`src/rtl/conv_pkg.sv`:
```
// Shared constants and helpers for the convolution accumulator and later
// pooling stages: default widths, saturation bounds and the rounding constant.
package conv_pkg;

  localparam int DEF_PROD_W     = 32;
  localparam int DEF_OUT_W      = 16;
  localparam int DEF_FRAC_SHIFT = 8;

  function automatic longint sat_hi(int w);
    return (64'sd1 <<< (w - 1)) - 64'sd1;
  endfunction

  function automatic longint sat_lo(int w);
    return -(64'sd1 <<< (w - 1));
  endfunction

  // Half an output LSB, so the shift rounds half toward +inf
  function automatic longint round_const(int sh);
    return (sh > 0) ? (64'sd1 <<< (sh - 1)) : 64'sd0;
  endfunction

  localparam longint SAT_MAX = sat_hi(DEF_OUT_W);
  localparam longint SAT_MIN = sat_lo(DEF_OUT_W);

endpackage

```
`src/rtl/conv_sat_round.sv`:
```
// Combinational round, arithmetic shift, optional ReLU and signed saturation.
// One extra bit of headroom keeps the rounding add from overflowing.
module conv_sat_round
  import conv_pkg::*;
#(
  parameter int IN_W  = DEF_PROD_W + 4,
  parameter int OUT_W = DEF_OUT_W,
  parameter int SHIFT = DEF_FRAC_SHIFT
) (
  input  logic signed [IN_W-1:0]  d,
  input  logic                    relu_en,
  output logic signed [OUT_W-1:0] q
);

  localparam int EW = IN_W + 1;
  localparam logic signed [EW-1:0] RC = EW'(round_const(SHIFT));
  localparam logic signed [EW-1:0] HI = EW'(sat_hi(OUT_W));
  localparam logic signed [EW-1:0] LO = EW'(sat_lo(OUT_W));

  logic signed [EW-1:0] rnd;
  logic signed [EW-1:0] shf;

  always_comb begin
    rnd = EW'(d) + RC;
    shf = rnd >>> SHIFT;
    if (relu_en && shf[EW-1])
      q = '0;
    else if (shf > HI)
      q = HI[OUT_W-1:0];
    else if (shf < LO)
      q = LO[OUT_W-1:0];
    else
      q = shf[OUT_W-1:0];
  end

endmodule

```
`src/rtl/conv_accumulator.sv`:
```
// Three-stage accumulator behind the 3x3 multiplier layer: partial sums,
// bias add, then round/shift/ReLU/saturate, with collapsing valid/ready.
module conv_accumulator
  import conv_pkg::*;
#(
  parameter int PROD_W     = DEF_PROD_W,
  parameter int OUT_W      = DEF_OUT_W,
  parameter int FRAC_SHIFT = DEF_FRAC_SHIFT
) (
  input  logic                     clk,
  input  logic                     rst_n,
  input  logic                     in_valid,
  output logic                     in_ready,
  input  logic                     in_last,
  input  logic signed [PROD_W-1:0] p1,
  input  logic signed [PROD_W-1:0] p2,
  input  logic signed [PROD_W-1:0] p3,
  input  logic signed [PROD_W-1:0] p4,
  input  logic signed [PROD_W-1:0] p5,
  input  logic signed [PROD_W-1:0] p6,
  input  logic signed [PROD_W-1:0] p7,
  input  logic signed [PROD_W-1:0] p8,
  input  logic signed [PROD_W-1:0] p9,
  input  logic signed [31:0]       bias,
  input  logic                     relu_en,
  output logic                     out_valid,
  input  logic                     out_ready,
  output logic signed [OUT_W-1:0]  out_data,
  output logic                     out_last,
  output logic                     busy
);

  localparam int SW   = PROD_W + 2;
  localparam int SUMW = PROD_W + 4;

  logic                   v1, v2, v3;
  logic                   ld1, ld2, ld3;
  logic signed [SW-1:0]   s_a, s_b, s_c;
  logic signed [31:0]     bias1;
  logic                   relu1, last1;
  logic signed [SUMW-1:0] sum;
  logic                   relu2, last2;
  logic signed [OUT_W-1:0] sat_q;

  // Each stage can take new data if empty or if it drains this cycle
  assign ld3       = !v3 || out_ready;
  assign ld2       = !v2 || ld3;
  assign ld1       = !v1 || ld2;
  assign in_ready  = ld1;
  assign out_valid = v3;
  assign busy      = v1 || v2 || v3;

  conv_sat_round #(
    .IN_W  (SUMW),
    .OUT_W (OUT_W),
    .SHIFT (FRAC_SHIFT)
  ) u_sat (
    .d       (sum),
    .relu_en (relu2),
    .q       (sat_q)
  );

  always_ff @(posedge clk or negedge rst_n) begin
    if (!rst_n) begin
      v1       <= 1'b0;
      v2       <= 1'b0;
      v3       <= 1'b0;
      s_a      <= '0;
      s_b      <= '0;
      s_c      <= '0;
      bias1    <= '0;
      relu1    <= 1'b0;
      last1    <= 1'b0;
      sum      <= '0;
      relu2    <= 1'b0;
      last2    <= 1'b0;
      out_data <= '0;
      out_last <= 1'b0;
    end else begin
      if (ld1) begin
        v1 <= in_valid;
        if (in_valid) begin
          s_a   <= SW'(p1) + SW'(p2) + SW'(p3);
          s_b   <= SW'(p4) + SW'(p5) + SW'(p6);
          s_c   <= SW'(p7) + SW'(p8) + SW'(p9);
          bias1 <= bias;
          relu1 <= relu_en;
          last1 <= in_last;
        end
      end
      if (ld2) begin
        v2 <= v1;
        if (v1) begin
          sum   <= SUMW'(s_a) + SUMW'(s_b)
                 + SUMW'(s_c) + SUMW'(bias1);
          relu2 <= relu1;
          last2 <= last1;
        end
      end
      if (ld3) begin
        v3 <= v2;
        if (v2) begin
          out_data <= sat_q;
          out_last <= last2;
        end
      end
    end
  end

endmodule

```
`config.mk`:
```
export PLATFORM = sky130hd
export DESIGN_NAME = conv_accumulator
export DESIGN_NICKNAME = d
export VERILOG_FILES = /design/src/rtl/conv_pkg.sv /design/src/rtl/conv_sat_round.sv /design/src/rtl/conv_accumulator.sv
export SDC_FILE = /design/constraint.sdc
export NUM_CORES = 1
export LEC_CHECK = 0
export BUFFER_PORTS_ARGS = -buffer_cell sky130_fd_sc_hd__buf_2
export CAP_MARGIN = 10
export CORE_MARGIN = 2
export CORE_UTILIZATION = 50
export CTS_CLUSTER_SIZE = 14
export DETAILED_ROUTE_END_ITERATION = 8
export PLACE_DENSITY = 0.79
export SLEW_MARGIN = 20
export SYNTH_ARGS = -nofsm -noshare
export SYNTH_HDL_FRONTEND = slang
export SYNTH_SLANG_ARGS = --single-unit
```
`constraint.sdc`:
```
create_clock -name clk -period 9.6 [get_ports clk]
set_input_delay 1.44 -clock clk [delete_from_list [all_inputs] [get_ports clk]]
set_output_delay 1.44 -clock clk [all_outputs]
set_load 0.02 [all_outputs]
```
## After elaboration in Yosys (flattened, before gate mapping)

Index checks and enable logic that the tools add are counted.

- Bits in registers: 194
- Bits of input ports: 326
- Output and inout bits: 20
- Logic and storage cells: 41

- Reductions and logical operators: 12
- $lt $le $gt $ge: 2
- Multiplexer cells: 3
- Add/subtract/negate cells: 10

Operator list:

| operator | count |
|---|---|
| adder 33 x 32 -> 34 bit | 3 |
| adder 32 x 32 -> 33 bit | 3 |
| 2-to-1 mux 16 bit | 3 |
| adder 36 x 9 -> 37 bit (second input constant) | 1 |
| adder 35 x 34 -> 36 bit | 1 |
| adder 36 x 32 -> 36 bit | 1 |
| adder 34 x 34 -> 35 bit | 1 |
| greater-than comparator 29 x 16 -> 1 bit (second input constant) | 1 |
| < comparator 29 x 16 -> 1 bit (second input constant) | 1 |
| AND reduction 2 bit | 3 |
| logical OR 1 bit | 5 |
| logical NOT 1 bit | 3 |
| logical AND 1 bit | 1 |

## Longest topological paths before layout

- Word-level depth: 5
- Gate-level depth with buffers: 15

## Modules after synthesis

Synthesis repeated with hierarchy kept, for this count alone.

- Cells, all modules: 2023
- Area total of the unflattened synthesis: 18415.2 µm²

By module, submodules not included:

| module | area an instance (µm²) | times used | cells each |
|---|---|---|---|
| conv_accumulator | 17475.5 | 1 | 1898 |
| conv_sat_round | 939.7 | 1 | 125 |

## Least setup slack after synthesis

OpenSTA, ideal clock, no wires.

- Path type: input-to-reg
- Start: input p4[1]
- End: register s_b[29]
- Library setup time: 0.134 ns
- Data arrival time: 4.327 ns
- Path buffers: 0
- Data required time: 9.466 ns
- Path slack: 5.139 ns
- Stages on the path: 12
- Path through: fa_1 > ha_1 > fa_1 > a211oi_1 > o21bai_1 > a211o_1 > a21oi_1 > o21ai_1 > a21o_1 > a41oi_1 > nor3b_1 > o31ai_1

- Word-level cells in the longest chain between the ends: 2

RTL lines:

| item | RTL line | RTL |
|---|---|---|
| from (decl) | conv_accumulator.sv:18 | `input logic signed [PROD_W-1:0] p4,` |
| adder 32 x 32 -> 33 bit | conv_accumulator.sv:84 | `s_b <= SW'(p4) + SW'(p5) + SW'(p6);` |
| adder 33 x 32 -> 34 bit | conv_accumulator.sv:84 |  |
| to (signal assigned) | conv_accumulator.sv:84 |  |
| to (decl) | conv_accumulator.sv:38 | `logic signed [SW-1:0] s_a, s_b, s_c;` |

Every way passes these cells.
A chain may end at the register's enable or synchronous reset.

## Worst setup path in the final report

- Start: input p1[1]
- End: register s_a[33]

- Word-level cells in the longest chain between the ends: 2

RTL lines:

| item | RTL line | RTL |
|---|---|---|
| from (decl) | conv_accumulator.sv:15 | `input logic signed [PROD_W-1:0] p1,` |
| adder 32 x 32 -> 33 bit | conv_accumulator.sv:83 | `s_a <= SW'(p1) + SW'(p2) + SW'(p3);` |
| adder 33 x 32 -> 34 bit | conv_accumulator.sv:83 |  |
| to (signal assigned) | conv_accumulator.sv:83 |  |
| to (decl) | conv_accumulator.sv:38 |  |

Every way passes these cells.

==> flow_summary_export.csv <==
group,metric,value,unit
die,io-pin-count,346,
global_route,grt_max_degree,113,
routing,via_per_inst,5.52,
layout,multi_input_area,0.0119,sq mm
layout,final_area,0.0204,sq mm
timing,tightest_slew,1000,ps
job,maxCapViolCount,0,
place,place_area,0.0198,sq mm
pwr,ir_drop,0.249,mV
yosys,synth_edf_count,0,
routing,antenna_left,0,
yosys,yosysSeqAreaShare,0.264,
die,die_w,192,microns
pwr,clkPwrFrac,0.101,
die,die_y,192,microns
worst_setup_path,slowest_stage,"a2111oi_1",
yosys,yosysUniqueCellTypes,83,
pwr,leakagePower,10.1,nW
layout,antenna_cells,0,
pwr,seq_power_share,0.186,
timing,fin_setup_tns,0,ps
layout,layout_common_cells,"buf_2 (344), nand2_1 (252), inv_1 (235), dfrtp_1 (187), fa_1 (167)",
yosys,synthTopCellsByArea,"dfrtp_1 (26%), fa_1 (19%), ha_1 (9.2%)",
layout,final_common_cell,"buf_2",
timing,holdWs,476,ps
worst_setup_path,worstPathRequired,9900,ps
worst_setup_path,cpPeakStageDelay,870,ps
yosys,async_flop_share,1.00,
timing,finClkSkew,14.7,ps
timing,fmax,211,MHz
yosys,synthFlopType,"dfrtp_1",
yosys,synth_warnings,0,
global_route,grt_pass1_wl,76.4,mm
place,gp_congestion,0.920,
global_route,antenna_found_initial,0,
pwr,power_density,341,mW/mm^2
die,dieArea,0.0369,sq mm
clock_tree,post_cts_buffers,0,
pwr,p_comb_frac,0.713,
clock_tree,cts_buffers,17,
clock_tree,cts_tree,"built",
worst_setup_path,worstSetupPathType,"in2reg",
timing,slew_violations,0,
routing,drt-pass1-iter-count,5,
layout,fill_cells,3113,
worst_setup_path,crit_path_start,"p1[1]",
routing,drcViolationCount,0,
pwr,p_switching,3.42,mW
place,place_hpwl,39.7,mm
clock_tree,clkTransAtPathRegs,80,ps
worst_setup_path,worstPathCellList,"buf_2 -> fa_1 -> ha_1 -> fa_1 -> a211oi_1 -> o21ai_1 -> a21oi_1 -> a2111oi_1 -> o221ai_1 -> o21bai_1 -> a311oi_1 -> a21oi_1 -> o21ai_1",
timing,slew_headroom,0.332,
clock_tree,cts.repair.resized,0,
worst_setup_path,end_kind,"flop",
routing,routedWlPerCell,17.4,microns
routing,vias,15100,
clock_tree,htree_num_levels,4,
place,port-buffer-count,345,
pwr,p_sw_frac,0.491,
routing,finalWirelength,47.6,mm
layout,fin_cells,2736,
timing,post-route-min-period,4740,ps
timing,finalHoldViolations,0,
clock_tree,root_buffer,"clkbuf_16",
die,rows,68,
worst_setup_path,crit-reg2reg-launch,"s_c[7]",
run_status,outcome,"complete, no violations",
timing,final.period_utilization,0.494,
pwr,power,6.97,mW
place,placed_cells,2704,
yosys,yosys.area.top_type_share,0.264,
yosys,avgSynthCellArea,9.05,sq um
layout,syn_to_final_growth,15.3,%
clock_tree,clkLatencyLatePin,440,ps
yosys,ys_ff_latch,187,
yosys,netlist_instances,1955,
layout,final_nets,2891,
timing,rsz0062_at_grt,"false",
routing,detail_route.iter0.violations,732,
clock_tree,cts_hold_buf,0,
min_path,hold_path.class,"reg2reg",
die,initial_utilization,0.510,
worst_setup_path,crit_arrival,5040,ps
layout,final_layout_size_suffix_gt1_frac,0.183,
yosys,synth.net_count,2578,
global_route,grt_pass1_vias,15300,
worst_setup_path,crit_buf_inv,1,
global_route,grt.overflow.total,0,
yosys,synth_top_area_cell,"dfrtp_1",
worst_setup_path,crit_fanout,3,
layout,register_area,0.00468,sq mm
die,core_area,0.0347,sq mm
min_path,hold_start,"s_b[13]",
global_route,grt_util_all_layers,0.264,
timing,setup_violations,0,
worst_setup_path,critical_path.top_delay_family,"compound AO/OA/AOI/OAI gates",
clock_tree,cts_buffer_depth,2,
clock_tree,cts.sinks,187,
worst_setup_path,crit_path_start_kind,"primary input",
yosys,syn-cell-area,0.0177,sq mm
pwr,internal_power,3.54,mW
==> worst register-to-register path, stage by stage (launching register included) <==
cell	delay (ps)
dfrtp_1	390
inv_1	130
fa_1	460
fa_1	510
inv_1	40
ha_1	360
a21o_1	210
a211oi_2	220
or3b_1	380
a31oi_2	280
nor2_2	100
o311a_1	350
o21a_1	240
o21a_1	180
o31ai_1	220
==> cells by family (layout without fill, tap and decap cells) <==
kind of cell,count (synthesis),after routing,share of synthesized area
multiplexers,11,11,0.00686
AND/OR/NAND/NOR,504,504,0.130
buffers and inverters,291,617,0.0626
AO/OA/AOI/OAI,551,551,0.199
adder cells (fa/ha/maj),297,297,0.281
flip-flops,187,187,0.264
XOR/XNOR,114,114,0.0564
==> metrics by stage <==
stage / util / setup WS, ps
floorplan: - / 5140
global placement: 0.571 / 4260
detailed placement: 0.571 / 4440
CTS: 0.588 / 4900
global route: 0.588 / 4720
finish: 0.588 / 4860
==> layer usage <==
layer,GRT usage,up-vias,share of wire
met2,0.439,473,0.47
li1,-,7317,-
met3,0.0267,85,0.044
met4,0.0890,0,0.028
met1,0.362,7218,0.46
met5,0,-,0
==> cells in the mapped netlist, types with 26 or more instances <==
library cell and count:
nor2_1 70, a21o_1 69, nand3_1 43, dfrtp_1 187
inv_1 235, clkbuf_1 48, xnor2_1 52, ha_1 130
xor2_1 62, o21ai_0 150, a21oi_1 108, fa_1 167
nand2_1 254, o21ai_1 43, a211oi_1 26
==> flip-flops by register name (all words and copies together) (netlist names), 16 cells and up <==
name and flops:
s_a 34, s_b 34, s_c 34, bias1 32
sum 29, out_data 16
==> final timing paths <==
check | end | slack (ps) | depth (start not counted)
worst max-delay path | s_a[33] | 4860 | 13
worst min-delay path | s_b[13] | 480 | 2
worst max register to register | sum[29] | 5440 | 14
worst min register to register | s_b[13] | 480 | 2
max in group asynchronous | s_b[13] | 6930 | 2
min in group asynchronous | bias1[4] | 1120 | 1
==> power by group through the flow <==
stage,Combinational [mW],Clock [mW],Sequential [mW]
after global routing,5.62,0.747,1.33
after CTS,4.96,0.715,1.29
after floorplan,3.75,0,1.28
final,4.97,0.704,1.29
after detailed placement,4.92,0,1.31
after global placement,4.80,0,1.29
==> area by class of cell <==
class                   instances  area share
flip-flops and latches        187       0.229
inverters                     235      0.0432
well taps                     455      0.0279
multi-input cells            1477       0.584
clock buffers                  19      0.0222
clock inverters                13     0.00607
repair buffers                350      0.0869
Note: power is estimated with default switching activity, not from simulation.
